$ cat src/rtl/lab2_proc_drop_buffer.sv
// Response buffer that tracks outstanding requests and squashes stale responses on drop.
// Define LAB2_PROC_DROP_BUFFER_BYPASS_EN for a zero-latency path when the FIFO is empty.
module lab2_proc_drop_buffer #(
  parameter int p_msg_nbits    = 46,
  parameter int p_depth        = 2,
  parameter int p_max_inflight = 4
) (
  input  logic                                  clk,
  input  logic                                  reset,
  input  logic                                  req_fire,
  output logic                                  req_rdy,
  input  logic                                  drop,
  input  logic [p_msg_nbits-1:0]                istream_msg,
  input  logic                                  istream_val,
  output logic                                  istream_rdy,
  output logic [p_msg_nbits-1:0]                ostream_msg,
  output logic                                  ostream_val,
  input  logic                                  ostream_rdy,
  output logic [$clog2(p_max_inflight+1)-1:0]   inflight,
  output logic [31:0]                           drop_total
);

  localparam int c_cnt_nbits  = $clog2(p_max_inflight + 1);
  localparam int c_fill_nbits = $clog2(p_depth + 1);
  localparam int c_ptr_nbits  = (p_depth > 1) ? $clog2(p_depth) : 1;

  logic [c_cnt_nbits-1:0]  inflight_q, inflight_d;
  logic [c_cnt_nbits-1:0]  pend_q, pend_d;
  logic [c_fill_nbits-1:0] count_q, count_d;
  logic [c_ptr_nbits-1:0]  rd_ptr_q, rd_ptr_d;
  logic [c_ptr_nbits-1:0]  wr_ptr_q, wr_ptr_d;
  logic [31:0]             drop_total_q, drop_total_d;
  logic [p_msg_nbits-1:0]  mem_q [p_depth];

  logic fifo_empty, fifo_full, squashing;
  logic istream_fire, discard, keep, enq, deq, bypass_take;

  function automatic logic [c_ptr_nbits-1:0] ptr_inc(input logic [c_ptr_nbits-1:0] p);
    return (p == c_ptr_nbits'(p_depth - 1)) ? '0 : p + c_ptr_nbits'(1);
  endfunction

  assign fifo_empty = (count_q == '0);
  assign fifo_full  = (count_q == c_fill_nbits'(p_depth));
  assign squashing  = drop || (pend_q != '0);

  // A full FIFO can still take a response when the head leaves in the same cycle.
  assign istream_rdy  = (inflight_q != '0) && (squashing || !fifo_full || ostream_rdy);
  assign istream_fire = istream_val && istream_rdy;
  assign discard      = istream_fire && squashing;
  assign keep         = istream_fire && !squashing;

`ifdef LAB2_PROC_DROP_BUFFER_BYPASS_EN
  logic bypass_val;
  assign bypass_val  = keep && fifo_empty;
  assign ostream_val = !drop && (!fifo_empty || bypass_val);
  assign ostream_msg = fifo_empty ? istream_msg : mem_q[rd_ptr_q];
  assign bypass_take = bypass_val && ostream_rdy;
`else
  assign ostream_val = !drop && !fifo_empty;
  assign ostream_msg = mem_q[rd_ptr_q];
  assign bypass_take = 1'b0;
`endif

  assign deq = ostream_val && ostream_rdy && !fifo_empty;
  assign enq = keep && !bypass_take;

  assign req_rdy    = (inflight_q != c_cnt_nbits'(p_max_inflight));
  assign inflight   = inflight_q;
  assign drop_total = drop_total_q;

  // NOTE: every variable gets a default at the top of always_comb so no path leaves it unassigned and no latch is inferred.
  always_comb begin
    inflight_d   = inflight_q + c_cnt_nbits'(req_fire) - c_cnt_nbits'(istream_fire);
    pend_d       = pend_q;
    count_d      = count_q;
    rd_ptr_d     = rd_ptr_q;
    wr_ptr_d     = wr_ptr_q;
    drop_total_d = drop_total_q + 32'(discard);

    if (drop) begin
      // Everything outstanding now is stale; a response arriving this cycle is already discarded.
      pend_d       = inflight_q - c_cnt_nbits'(istream_fire);
      count_d      = '0;
      rd_ptr_d     = '0;
      wr_ptr_d     = '0;
      drop_total_d = drop_total_q + 32'(discard) + 32'(count_q);
    end else begin
      if (istream_fire && (pend_q != '0)) pend_d = pend_q - c_cnt_nbits'(1);
      if (enq) wr_ptr_d = ptr_inc(wr_ptr_q);
      if (deq) rd_ptr_d = ptr_inc(rd_ptr_q);
      count_d = count_q + c_fill_nbits'(enq) - c_fill_nbits'(deq);
    end
  end

  // NOTE: sequential state uses non-blocking assignments so all registers update from the same pre-edge values.
  always_ff @(posedge clk or posedge reset) begin
    if (reset) begin
      inflight_q   <= '0;
      pend_q       <= '0;
      count_q      <= '0;
      rd_ptr_q     <= '0;
      wr_ptr_q     <= '0;
      drop_total_q <= '0;
    end else begin
      inflight_q   <= inflight_d;
      pend_q       <= pend_d;
      count_q      <= count_d;
      rd_ptr_q     <= rd_ptr_d;
      wr_ptr_q     <= wr_ptr_d;
      drop_total_q <= drop_total_d;
    end
  end

  // NOTE: storage is not reset; count_q gates every read, so stale contents are never observed.
  always_ff @(posedge clk) begin
    if (enq) mem_q[wr_ptr_q] <= istream_msg;
  end

endmodule

$ cat config.mk
export PLATFORM = sky130hd
export DESIGN_NAME = lab2_proc_drop_buffer
export DESIGN_NICKNAME = d
export VERILOG_FILES = /design/src/rtl/lab2_proc_drop_buffer.sv
export SDC_FILE = /design/constraint.sdc
export NUM_CORES = 1
export LEC_CHECK = 0
export ABC_AREA = 1
export CORE_MARGIN = 4
export CORE_UTILIZATION = 40
export CTS_CLUSTER_SIZE = 10
export DETAILED_ROUTE_END_ITERATION = 7
export GPL_TIMING_DRIVEN = 0
export PLACE_DENSITY = 0.69
export SKIP_LAST_GASP = 1
export SYNTH_ARGS = -nofsm -noshare
export SYNTH_HDL_FRONTEND = slang
export SYNTH_SLANG_ARGS = --single-unit
$ cat constraint.sdc
create_clock -name clk -period 9.5 [get_ports clk]
set_input_delay 0.95 -clock clk [delete_from_list [all_inputs] [get_ports clk]]
set_output_delay 0.95 -clock clk [all_outputs]
set_load 0.01 [all_outputs]
==> metrics.md, run 1 <==
| Metric | Value |
|---|---|
| Status | `completed` |
| VDD IR-drop max | `154.5 uV` |
| Achievable Freq | `around 250 MHz` |
| Critical path data arrival time | `4330 ps` |
| Post-Syn Nets | `742` |
| Share of cells above drive strength 1 | `15.01%` |
| R2R Setup Slk | `6050 ps` |
| Top-area cell type share of the netlist area | `40.58%` |
| Clock Skews | `13.08 ps` |
| Worst-path clk slew | `60 ps` |
| CTS HTree Levels | `4` |
| Period utilization | `42.34%` |
| Hold-fix buffers at CTS | `0` |
| Required @ worst endpoint | `9810 ps` |
| #FFs+latches synth | `~130` |
| Switching power | `0.4966 mW` |
| FF-to-FF path depth | `24` |
| Residual DRC | `0` |
| Largest cells by area after synthesis | `edfxtp_1 (41%), dfrtp_1 (15%), nand2_1 (10%), mux2_2 (7.6%), inv_1 (4.4%)` |
| Combinational power share | `22.7%` |
| Area Overhead vs Synth | `32.95%` |
| Switching part of the total | `29.19%` |
| TritonCTS clock tree | `done` |
| Max FO, Critical Path | `6` |
| CP Launch Type | `primary input` |
| Critical Path End | `drop_total[20]$_DFF_PP0_` |
| First-pass GRT wire length | `25430 um` |
| Power Internal | `1.205 mW` |
| Setup total negative slack | `0 ps` |
| FF-to-FF Start | `pend_q[0]$_DFFE_PP0P_` |
| # fillers | `1457` |
| GRT overflow | `0` |
| Reg power frac | `42.1%` |
| RSZ-0062 raised after global routing | `false` |
| Initial antenna violation count | `0` |
| CP Launch Point | `drop` |
| Most common cell after layout, fill and taps aside | `nand2_1` |
| Wire length per cell | `14.93 um` |
| Final Power | `1.701 mW` |
| Number of setup buffers added after CTS | `0` |
| ANT cells | `0` |
| Io pins | `between 100 and 150` |
| Max_slew headroom | `53.11%` |
| Seq. cell area | `~3800 sq um` |
| FP Rows | `between 40 and 50` |
| Die width | `138.5 um` |
| 1st-iter DRT viols | `about 330` |
| Vias in the first global route | `5104` |
| Final Critical Period | `4022 ps` |
| HPWL after DPL | `12130 um` |
| Setup violators final | `0` |
| Mapped Area | `between 6000 and 7000 sq um` |
| Multi-input logic area | `2683 sq um` |
| NumNets Final | `899` |
| Final Max Slew Viols | `0` |
| Die area | `19170 sq um` |
| Clock share of power | `35.2%` |
| CP endpoint kind | `register` |
| Measured slew at the worst slew-check pin | `approximately 700 ps` |
| Total Routed Length | `15920 um` |
| Lkg Pwr | `3.651 nW` |
| Worst skew pair latency | `420 ps` |
| Total core area | `16640 sq um` |
| Drt first pass iters | `5` |
| Post-synthesis sequential area ratio | `between 50% and 60%` |
| CTS buffer count | `17` |
| YS warnings | `0` |
| Initial core utilization | `40.91%` |
| Final Hold Fails | `0` |
| Hold WC Path Type | `reg2reg` |
| Syn Inst Count | `676` |
| Clock root cell | `clkbuf_16` |
| WS Path Type | `in2reg` |
| Synth area leader | `edfxtp_1` |
| Routability cong. | `0.8831` |
| Count of cell types in the netlist | `30` |
| Total number of vias | `5062` |
| Syn Area/Cell | `roughly 10 sq um` |
| Port Buffers | `135` |
| Via/cell ratio | `4.749` |
| Clock Sinks | `134` |
| Die Ht | `138.5 um` |
| R2r endpoint | `drop_total[20]$_DFF_PP0_` |
| Resize count post-CTS | `0` |
| Max Root-Sink Buffers | `2` |
| Max cap viols | `0` |
| Most frequent cells in the layout | `nand2_1 (185), clkdlybuf4s50_1 (135), edfxtp_1 (92), inv_1 (79), nor2_1 (64)` |
| PwrDens | `188.0 nW/um^2` |
| Total GRT Usage | `16.76%` |
| Largest net degree at the start of global routing | `33` |
| Antenna viol nets, final | `0` |
## cells in the mapped netlist, drive strengths merged
library cell	instances
nor3	5
dfrtp	42
nor3b	1
xor2	17
clkbuf	6
nand2	196
nor2	91
xnor2	13
ha	12
inv	81
edfxtp	92
a21oi	4
a211oi	1
o21ai	8
nand3b	4
nand3	35
mux2	46
fa	2
nand4	14
o21bai	4
and2	2
## area by class of cell
type	instances	share of cell area, %
plain buffers	6	0.2488
clock buffers	17	4.700
clock inverters	15	1.286
inverters	81	3.359
multi-input cells	455	29.64
flip-flops and latches	134	42.13
well taps	220	3.041
repair buffers	138	15.59
## per-stage QoR
step | hold WS, ps | util [%] | cells | instance area, sq um | worst slack, ps
3_5_place_dp | 473.1 | 51.13 | 1034 | 8509 | 5082
4_1_cts | 488.4 | 54.39 | 1066 | 9051 | 5487
6_report | 480.6 | 54.39 | 1066 | 9051 | 5478
5_1_grt | 543.7 | 54.39 | 1066 | 9051 | 5196
3_3_place_gp | 470.9 | 50.68 | 1031 | 8434 | 3721
2_1_floorplan | 453.0 | - | 676 | 6808 | 5450
## cells by family after synthesis
kind of cell               synth area share (%)
DFF                                       56.02
buffers and inverters                     4.797
adders and majority gates                 2.794
and+or+nand+nor                           23.21
xor gates and xnor gates                  3.970
AOI/OAI and AO/OA                         1.599
muxes                                     7.609
## state kept, by name (all words and copies together), names as in the netlist
register,count
count_q,2
inflight,3
rd_ptr_q,1
pend_q,3
mem_q,92
drop_total,32
wr_ptr_q,1
## worst min path at each step
| stage | from | to | slack [ps] | cells after the start |
|---|---|---|---|---|
| 2_1_floorplan | pend_q[1]$_DFFE_PP0P_ | pend_q[1]$_DFFE_PP0P_ | 450 | 2 |
| 3_3_place_gp | pend_q[1]$_DFFE_PP0P_ | pend_q[1]$_DFFE_PP0P_ | 470 | 2 |
| 3_5_place_dp | pend_q[1]$_DFFE_PP0P_ | pend_q[1]$_DFFE_PP0P_ | 470 | 2 |
| 4_1_cts | pend_q[1]$_DFFE_PP0P_ | pend_q[1]$_DFFE_PP0P_ | 490 | 2 |
| 5_1_grt | pend_q[1]$_DFFE_PP0P_ | pend_q[1]$_DFFE_PP0P_ | 540 | 2 |
| 6_report | pend_q[1]$_DFFE_PP0P_ | pend_q[1]$_DFFE_PP0P_ | 480 | 2 |
## metal layers
layer	GRT usage [%]	share of wire (%)	vias to the layer above
met2	27.77	48	126
met3	6.112	7.3	31
met1	19.91	42	2365
met4	6.656	2.4	0
met5	0	0	-
li1	-	-	2540
## critical path: stages
cell and delay, ps:
clkdlybuf4s50_1 580, nor2_1 70, nand2_1 90, inv_1 60
a21oi_1 180, nand2_1 70, inv_1 110, nand2_1 60
inv_1 60, ha_1 200, ha_1 300, nand2_1 130
nor2_4 170, nand2_2 110, inv_1 130, nand2_1 80
nand2_2 110, nand3_1 110, nor2_2 130, nand2_2 110
nor2_4 200, nand2_1 120, xnor2_1 150, inv_1 50
## power groups by stage
stage               registers, mW  logic [mW]  clock network [mW]
global route                0.724       0.428               0.641
global placement            0.728       0.378                   0
detailed placement          0.729       0.388                   0
finish                      0.717       0.386               0.599
CTS                         0.717       0.391               0.613
floorplan                   0.731       0.205                   0
No activity file was read; power rests on OpenSTA's default activity.
==> inputs of run 2 (changes only) <==
clock period = 4.2 ns   (was 9.5 ns; I/O delays follow)
==> results of run 2 <==
Same layout as run 1 (identical final DEF). Status: completed.
Among the figures that moved: setup slack after placement 5082 ps -> 312.2 ps; setup slack after layout 5478 ps -> 707.9 ps; hold slack 480.6 ps -> 306.1 ps; register-to-register setup slack 6050 ps -> 750 ps; total power 1.701 mW -> 3.848 mW; worst IR drop on VDD 154.5 uV -> 349.4 uV
